`src/rtl/bias_sched.sv`:
```
// rtl/bias_sched.sv - bias table loader and per-channel bias sequencer for the bias adder
// Loads a bias table, then presents table[channel] on each accepted beat and realigns valid/last.
module bias_sched #(
  parameter int NUM_WIDTH  = 16,
  parameter int ADDR_WIDTH = 4,
  parameter int CNT_WIDTH  = 16
) (
  input  logic                  clk,
  input  logic                  rst_n,
  input  logic                  cfg_start,
  input  logic                  cfg_reuse,
  input  logic [ADDR_WIDTH:0]   cfg_chans,
  input  logic [CNT_WIDTH-1:0]  cfg_pixels,
  input  logic                  bias_valid,
  input  logic [NUM_WIDTH-1:0]  bias_data,
  output logic                  bias_ready,
  input  logic                  up_valid,
  output logic                  up_ready,
  output logic [NUM_WIDTH-1:0]  bias,
  output logic                  dn_valid,
  output logic                  dn_last,
  output logic                  busy,
  output logic                  done
);

  localparam int unsigned DEPTH = 1 << ADDR_WIDTH;
  localparam logic [ADDR_WIDTH:0] DEPTH_W = DEPTH[ADDR_WIDTH:0];

  typedef enum logic [1:0] {IDLE, LOAD, RUN} state_t;

  state_t                 state_q, state_d;
  logic [ADDR_WIDTH:0]    chans_q, chans_d;
  logic [CNT_WIDTH-1:0]   pixels_q, pixels_d;
  logic [ADDR_WIDTH-1:0]  load_idx_q, load_idx_d;
  logic [ADDR_WIDTH-1:0]  chan_idx_q, chan_idx_d;
  logic [CNT_WIDTH-1:0]   pix_cnt_q, pix_cnt_d;
  logic                   dn_valid_q, dn_valid_d;
  logic                   last_q, last_d;
  logic                   done_q, done_d;
  logic [NUM_WIDTH-1:0]   tbl_q [DEPTH];

  logic                   cfg_ok;
  logic                   load_hs;
  logic                   accept;
  logic                   tbl_we;
  logic [ADDR_WIDTH:0]    chans_m1;
  logic [CNT_WIDTH-1:0]   pixels_m1;

  assign chans_m1  = chans_q - {{ADDR_WIDTH{1'b0}}, 1'b1};
  assign pixels_m1 = pixels_q - {{(CNT_WIDTH-1){1'b0}}, 1'b1};
  assign cfg_ok    = (cfg_chans != '0) && (cfg_chans <= DEPTH_W) && (cfg_pixels != '0);
  assign load_hs   = (state_q == LOAD) && bias_valid;
  assign accept    = (state_q == RUN) && up_valid;
  assign tbl_we    = load_hs;

  always_comb begin
    state_d    = state_q;
    chans_d    = chans_q;
    pixels_d   = pixels_q;
    load_idx_d = load_idx_q;
    chan_idx_d = chan_idx_q;
    pix_cnt_d  = pix_cnt_q;
    dn_valid_d = accept;
    last_d     = 1'b0;
    done_d     = 1'b0;
    unique case (state_q)
      IDLE: begin
        if (cfg_start && cfg_ok) begin
          chans_d    = cfg_chans;
          pixels_d   = cfg_pixels;
          load_idx_d = '0;
          chan_idx_d = '0;
          pix_cnt_d  = '0;
          state_d    = cfg_reuse ? RUN : LOAD;
        end
      end
      LOAD: begin
        if (load_hs) begin
          if ({1'b0, load_idx_q} == chans_m1) begin
            load_idx_d = '0;
            state_d    = RUN;
          end else begin
            load_idx_d = load_idx_q + 1'b1;
          end
        end
      end
      RUN: begin
        if (accept) begin
          if (pix_cnt_q == pixels_m1) begin
            pix_cnt_d = '0;
            // Final beat of final channel closes the run in the same edge.
            if ({1'b0, chan_idx_q} == chans_m1) begin
              chan_idx_d = '0;
              state_d    = IDLE;
              last_d     = 1'b1;
              done_d     = 1'b1;
            end else begin
              chan_idx_d = chan_idx_q + 1'b1;
            end
          end else begin
            pix_cnt_d = pix_cnt_q + 1'b1;
          end
        end
      end
      default: state_d = IDLE;
    endcase
  end

  always_ff @(posedge clk or negedge rst_n) begin
    if (!rst_n) begin
      state_q    <= IDLE;
      chans_q    <= '0;
      pixels_q   <= '0;
      load_idx_q <= '0;
      chan_idx_q <= '0;
      pix_cnt_q  <= '0;
      dn_valid_q <= 1'b0;
      last_q     <= 1'b0;
      done_q     <= 1'b0;
    end else begin
      state_q    <= state_d;
      chans_q    <= chans_d;
      pixels_q   <= pixels_d;
      load_idx_q <= load_idx_d;
      chan_idx_q <= chan_idx_d;
      pix_cnt_q  <= pix_cnt_d;
      dn_valid_q <= dn_valid_d;
      last_q     <= last_d;
      done_q     <= done_d;
    end
  end

  // Table is deliberately unreset so contents survive for reuse runs.
  always_ff @(posedge clk) begin
    if (tbl_we) begin
      tbl_q[load_idx_q] <= bias_data;
    end
  end

  assign bias_ready = (state_q == LOAD);
  assign up_ready   = (state_q == RUN);
  assign busy       = (state_q != IDLE);
  assign bias       = (state_q == RUN) ? tbl_q[chan_idx_q] : '0;
  assign dn_valid   = dn_valid_q;
  assign dn_last    = last_q;
  assign done       = done_q;

endmodule
```
`config.mk`:
```
export PLATFORM = sky130hd
export DESIGN_NAME = bias_sched
export DESIGN_NICKNAME = d
export VERILOG_FILES = /design/src/rtl/bias_sched.sv
export SDC_FILE = /design/constraint.sdc
export NUM_CORES = 1
export LEC_CHECK = 0
export ABC_CLOCK_PERIOD_IN_PS = 5300
export CORE_ASPECT_RATIO = 1.75
export CORE_MARGIN = 10
export CORE_UTILIZATION = 50
export CTS_CLUSTER_SIZE = 10
export DETAILED_ROUTE_END_ITERATION = 7
export GPL_TIMING_DRIVEN = 0
export PLACE_DENSITY = 0.65
export SLEW_MARGIN = 20
export SYNTH_ARGS = -nofsm -noshare
export SYNTH_HDL_FRONTEND = slang
export SYNTH_SLANG_ARGS = --single-unit
```
`constraint.sdc`:
```
create_clock -name clk -period 5.3 [get_ports clk]
set_input_delay 1.59 -clock clk [delete_from_list [all_inputs] [get_ports clk]]
set_output_delay 1.59 -clock clk [all_outputs]
set_load 0.02 [all_outputs]
```
---- Word level (Yosys, flattened, before mapping) ----
Memory sizes are Yosys's and may differ from the RTL's.
Index checks and enable logic that the tools add are counted.
cells by class
  add/subtract/negate cells ............... 5
  magnitude comparators ................... 1
  equal/unequal tests ..................... 11
  multiplexer cells ....................... 27
  reduce and logical (&&, ||, !) cells .... 16
operators with widths
  cell                                                   number
  2-to-1 mux 16 bit                                      4
  one-hot mux 16 bit (2 select lines)                    1
  2-to-1 mux 4 bit                                       6
  adder 16 x 1 -> 16 bit, second input constant          1
  equality test 16 bit                                   1
  one-hot mux 4 bit (2 select lines)                     2
  nonzero test 16 bit                                    1
  subtractor 16 x 1 -> 16 bit, second input constant     1
  2-to-1 mux 2 bit                                       7
  equality test 4 x 5 -> 1 bit                           2
  != test 2 x 1 -> 1 bit, second input constant          5
  adder 4 x 1 -> 4 bit, second input constant            2
  2-to-1 mux 1 bit                                       6
  one-hot mux 2 bit (3 select lines)                     1
  AND reduction 3 bit                                    2
  AND reduction 6 bit                                    1
  nonzero test 2 bit                                     3
  less-or-equal comparator 5 bit, second input constant  1
  logical AND 1 bit                                      5
  nonzero test 5 bit                                     1
  subtractor 5 x 1 -> 5 bit, second input constant       1
  AND reduction 4 bit                                    1
  equality test 2 x 1 -> 1 bit, second input constant    1
  equality test 2 bit, second input constant             1
  other kinds (3)                                        3
word-level totals
  flip-flop bits (word level) ............. 49
  memory bits (writable) .................. 256
  input port bits ......................... 43
  output and inout bits ................... 22
  logic and storage cells ................. 69
  memories ................................ 1
memories
  name   depth  bits a word  rd ports  clocked after memory_dff  wr ports  line  text
  tbl_q  16     16           1         0                         1         40    logic [NUM_WIDTH-1:0] tbl_q [DEPTH];

---- Logic depth before layout (Yosys ltp) ----
  depth after elaboration ................. 6
  depth in mapped cells ................... 10
  depth with buffers taken out ............ 9

---- Worst setup path before layout ----
No wires, ideal clock.
  kind .................................... register to output
  from .................................... register chan_idx_q[0]
  to ...................................... output port bias[0]
  arrival ................................. 2.560 ns
  data required time ...................... 3.710 ns
  slack ................................... 1.150 ns
  stages on the path, launching flop included .. 7
  buffers on the path ..................... 3
  path through ............................ dfrtp_1 > clkbuf_1 > buf_2 > buf_1 > mux4_2 > mux4_2 > and2_1
on the way
  cells in the longest elaborated chain, start to end .. 2
ends and longest elaborated chain
  item                       line  text
  from (decl)                35    logic [ADDR_WIDTH-1:0] chan_idx_q, chan_idx_d;
  from (signal assigned)     125   chan_idx_q <= chan_idx_d;
  memory read (16 x 16 bit)  n/a
  2-to-1 mux 16 bit          143   assign bias = (state_q == RUN) ? tbl_q[chan_idx_q] : '0;
  to (decl)                  19    output logic [NUM_WIDTH-1:0] bias,
Every way passes these cells.

---- Worst setup path after layout ----
  from .................................... register chan_idx_q[0]
  to ...................................... output port bias[4]
The elaborated chain is that of the path after synthesis.

==> results.md <==
* Initial antenna violation count at 0
* Flop pwr share at 0.392
* Ant diodes at 0
* CP Class: reg -> out
* DIE WIDTH at roughly 140 µm
* Critical path's top delay family: buffers and inverters
* Yosys cell types at 59
* Clock root buffer: clkbuf_16
* Slowest Stage Delay on Critical Path at between 0.5 and 0.6 ns
* Rows at 77
* Final setup viols at 0
* Switch share at 0.3074
* Pleak at 5.023 nW
* Die area at 0.03261 mm²
* Setup bufs post-CTS at 0
* Clk_lat worst skew at 0.53 ns
* Max Transition Viols Final at 0
* Syn-to-layout area delta at 17.49%
* Tightest Pin Transition at about 1.1 ns
* DP HPWL at 21.14 mm
* Crit-path cells: clkbuf_1 > clkbuf_4 > buf_4 > mux4_2 > mux4_2 > and2_1 > clkdlybuf4s50_1
* DRT Pass-1 Iters at 5
* Top Ports at between 60 and 70
* Die height at 231.5 µm
* Compound-gate portion of the synthesized area at 0.02643
* CTS HTree Levels at 2
* Area of the mapped netlist at 0.01278 mm²
* Simple-gate share of the synthesized area at 0.06481
* Layout fillers at 1,895
* Inserted Clock Buffers at 36
* Drt drc at 0
* Synth Area in Adders at 0.007832
* Setup ws final at ~0.15 ns
* Vias/cell at 6.076
* Hold Vio Cnt, Final at 0
* Total power at between 7 and 8 mW
* PwrDens at ~500 mW/mm²
* Net switching power at 2.301 mW
* Top cell by count, worst path: mux4_2
* RSZ-0062 raised after global routing: false
* Layout cells sized above 1 at 0.2339
* Vias in the first global route at 7,675
* Nets at about 860
* Post-synth ARST share at 0.1607
* Tcrit/Tclk final at 0.9718
* Seq cells post-synth at 305
* Routed WL per cell at 27.43 µm
* EDFF count, synth at 256
* Post-layout util at 0.5948
* HP Class: reg -> reg
* CP bufs+invs at 4
* TritonCTS clock tree: built
* Register area share after synthesis at 0.6975
* Hold slack at 0.5411 ns
* Crit path arrival time at ~3.6 ns
* Crit-path slowest cell: mux4_2
* Largest net degree at the start of global routing at 33
* Port buffer count at 64
* FMAX at 194.2 MHz
* Clock Pin Slew Worst Setup and Hold Paths at 0.06 ns
* Int Pwr at ~5.2 mW
* Post-Route Skew at 0.01221 ns
* Main flop type after synthesis: edfxtp_1
* Grt total ovfl at 0
* Finished Cell Area at 0.01501 mm²
* Post-Synthesis Cells at 696
* Syn avg cell area at 18.36 µm²
* Area after DPL at 0.01400 mm²
* Critical Path RT at 3.71 ns
* Worst setup EP type: primary output
* Maximum VDD drop at 295.2 µV
* CTS sink cnt at 305
* YS warnings at 0
* DR iter-0 viols at about 410
* Post-route ant nets at 0
* Max_cap viols at 0
* First-pass GRT wire length at 46.74 mm
* Wirelength, routed at 31.19 mm
* Gpl congestion at roughly 0.84
* Post-synthesis mux area share at 0.1619
* Syn_nets at 747
* Rel. slew slack at 0.2615
* Outcome: finished clean
* Core area at 0.02524 mm²
* Total GRT Usage at 0.1923
* Post-place setup slack at -0.006626 ns
* Crit path max fanout at 10
* Clk buf depth at 3
* XOR/XNOR share of the synthesized area at 0.02780
* Main combinational cell family by area after synthesis: multiplexers
* Clock power share at 0.287
* Critical path startpoint category: register
* Comb pwr share at 0.320
* Initial Utilization at 0.5063
* Vias at 6,908
* Final min period at 5.151 ns
-- sequential cells by signal, indices dropped and copies added, names as in the netlist --
name and count:
pixels_q 16, chans_q 5, load_idx_q 4, dn_valid 1
chan_idx_q 4, tbl_q 256, pix_cnt_q 16, done 1
state_q 2
-- power by group through the flow --
stage / sequential, mW / combinational [mW] / clock (mW)
floorplan: 2.91 / 1.61 / 0
global placement: 2.96 / 2.34 / 0
detailed placement: 2.98 / 2.41 / 0
CTS: 2.93 / 2.43 / 2.19
global route: 2.95 / 2.56 / 2.28
finish: 2.94 / 2.40 / 2.15
-- cell type report --
cell class | instances | area [µm²] | share of cell area
buffer | 29 | 143.9 | 0.009583
clock buffer | 49 | 970.9 | 0.06467
clock inverter | 3 | 21.27 | 0.001417
inverter | 14 | 52.55 | 0.003500
multi-input combinational | 348 | 3801 | 0.2532
sequential | 305 | 8914 | 0.5937
tap | 316 | 395.4 | 0.02633
timing repair buffer | 73 | 715.7 | 0.04767
-- per-stage QoR --
step           instances  setup TNS, ns
5_1_grt             1137              0
3_3_place_gp        1076         -6.080
2_1_floorplan        696              0
6_report            1137              0
3_5_place_dp        1085       -0.01103
4_1_cts             1137              0
-- metal layers --
layer | GRT usage | vias to the layer above | wire length (µm)
li1 | - | 3002 | -
met1 | 0.1974 | 3597 | 10620
met2 | 0.3691 | 235 | 17740
met3 | 0.03501 | 74 | 1606
met4 | 0.07902 | 0 | 1220
met5 | 0 | - | 0
-- kinds of logic (layout without fill, tap and decap cells) --
logic type	after synthesis	after routing
AO/OA/AOI/OAI	46	46
AND/OR/NAND/NOR	151	151
flip-flops	305	305
XOR/XNOR	39	39
adder cells (fa/ha/maj)	8	8
buffers and inverters	43	168
multiplexers	104	104
-- worst register-to-register path: cells and delay by family (launching register included) --
family | cells | cell delay (ns)
buffers and inverters | 2 | 0.42
and+or+nand+nor | 6 | 2.07
DFF | 1 | 0.38
AOI/OAI and AO/OA | 1 | 0.27
-- timing repair --
action,in CTS,in global routing
hold buffers,0,0
setup endpoints to repair,16,13
resized for setup,16,3
-- synthesized netlist by cell type (2+ instances only) --
cell type / n / share of area
nor2b_1: 8 / 0.0039
a22o_1: 2 / 0.0014
clkbuf_1: 21 / 0.0062
xnor2_1: 16 / 0.011
dfrtp_1: 49 / 0.096
edfxtp_1: 256 / 0.60
xor2_1: 22 / 0.015
a22oi_1: 2 / 0.0012
nor4_1: 9 / 0.0044
buf_1: 4 / 0.0012
and2_1: 21 / 0.010
mux4_2: 80 / 0.14
o211ai_1: 2 / 0.0012
o21ba_2: 2 / 0.0016
o31ai_1: 2 / 0.0012
mux2i_1: 2 / 0.0016
ha_1: 8 / 0.0078
o2111ai_1: 5 / 0.0034
o21ai_0: 9 / 0.0035
a21oi_1: 5 / 0.0020
a221oi_1: 2 / 0.0014
nor3b_1: 4 / 0.0023
nand3_1: 16 / 0.0063
nor3_1: 12 / 0.0047
a21boi_0: 2 / 0.0012
inv_1: 13 / 0.0038
a31oi_1: 3 / 0.0015
and3_1: 6 / 0.0029
or3_1: 2 / 0.00098
buf_2: 2 / 0.00078
nand4_1: 3 / 0.0015
nor2_1: 33 / 0.0097
nand2_1: 18 / 0.0053
a211o_1: 2 / 0.0014
mux2_2: 22 / 0.019
and4_1: 2 / 0.0014
nand2b_1: 7 / 0.0034
-- path summary, 6_finish.rpt --
path                               start             to  slack [ns]  depth (start not counted)
setup / recovery           chan_idx_q[0]        bias[4]        0.15                          7
hold / removal              pixels_q[15]   pixels_q[15]        0.54                          1
setup reg to reg             pixels_q[3]   pix_cnt_q[8]        2.04                          9
hold reg to reg             pixels_q[15]   pixels_q[15]        0.54                          1
max in group asynchronous          rst_n     chans_q[0]        3.77                          2
min in group asynchronous          rst_n  pix_cnt_q[11]        1.01                          1
-- placed cells by master (no fill, tap or decap), drive strengths merged, types with 2 or more instances in the layout --
master / instances
o21ai: 9
clkbuf: 71
mux2i: 2
clkdlybuf4s50: 63
or3: 4
xnor2: 16
mux2: 22
nor3: 12
nor2b: 8
mux4: 80
a21boi: 2
inv: 16
a22oi: 2
buf: 17
and3: 6
nand2: 19
nand3: 16
xor2: 22
nor4: 10
nand4: 3
nand2b: 7
a221oi: 2
nor3b: 4
ha: 8
a21oi: 5
o211ai: 2
o2111ai: 5
or4: 3
a22o: 2
o31ai: 2
dfrtp: 49
and4: 2
a31oi: 3
nand4b: 2
o21ba: 2
and2: 21
nor2: 33
edfxtp: 256
a211o: 2
Note: power is estimated with default switching activity, not from simulation.
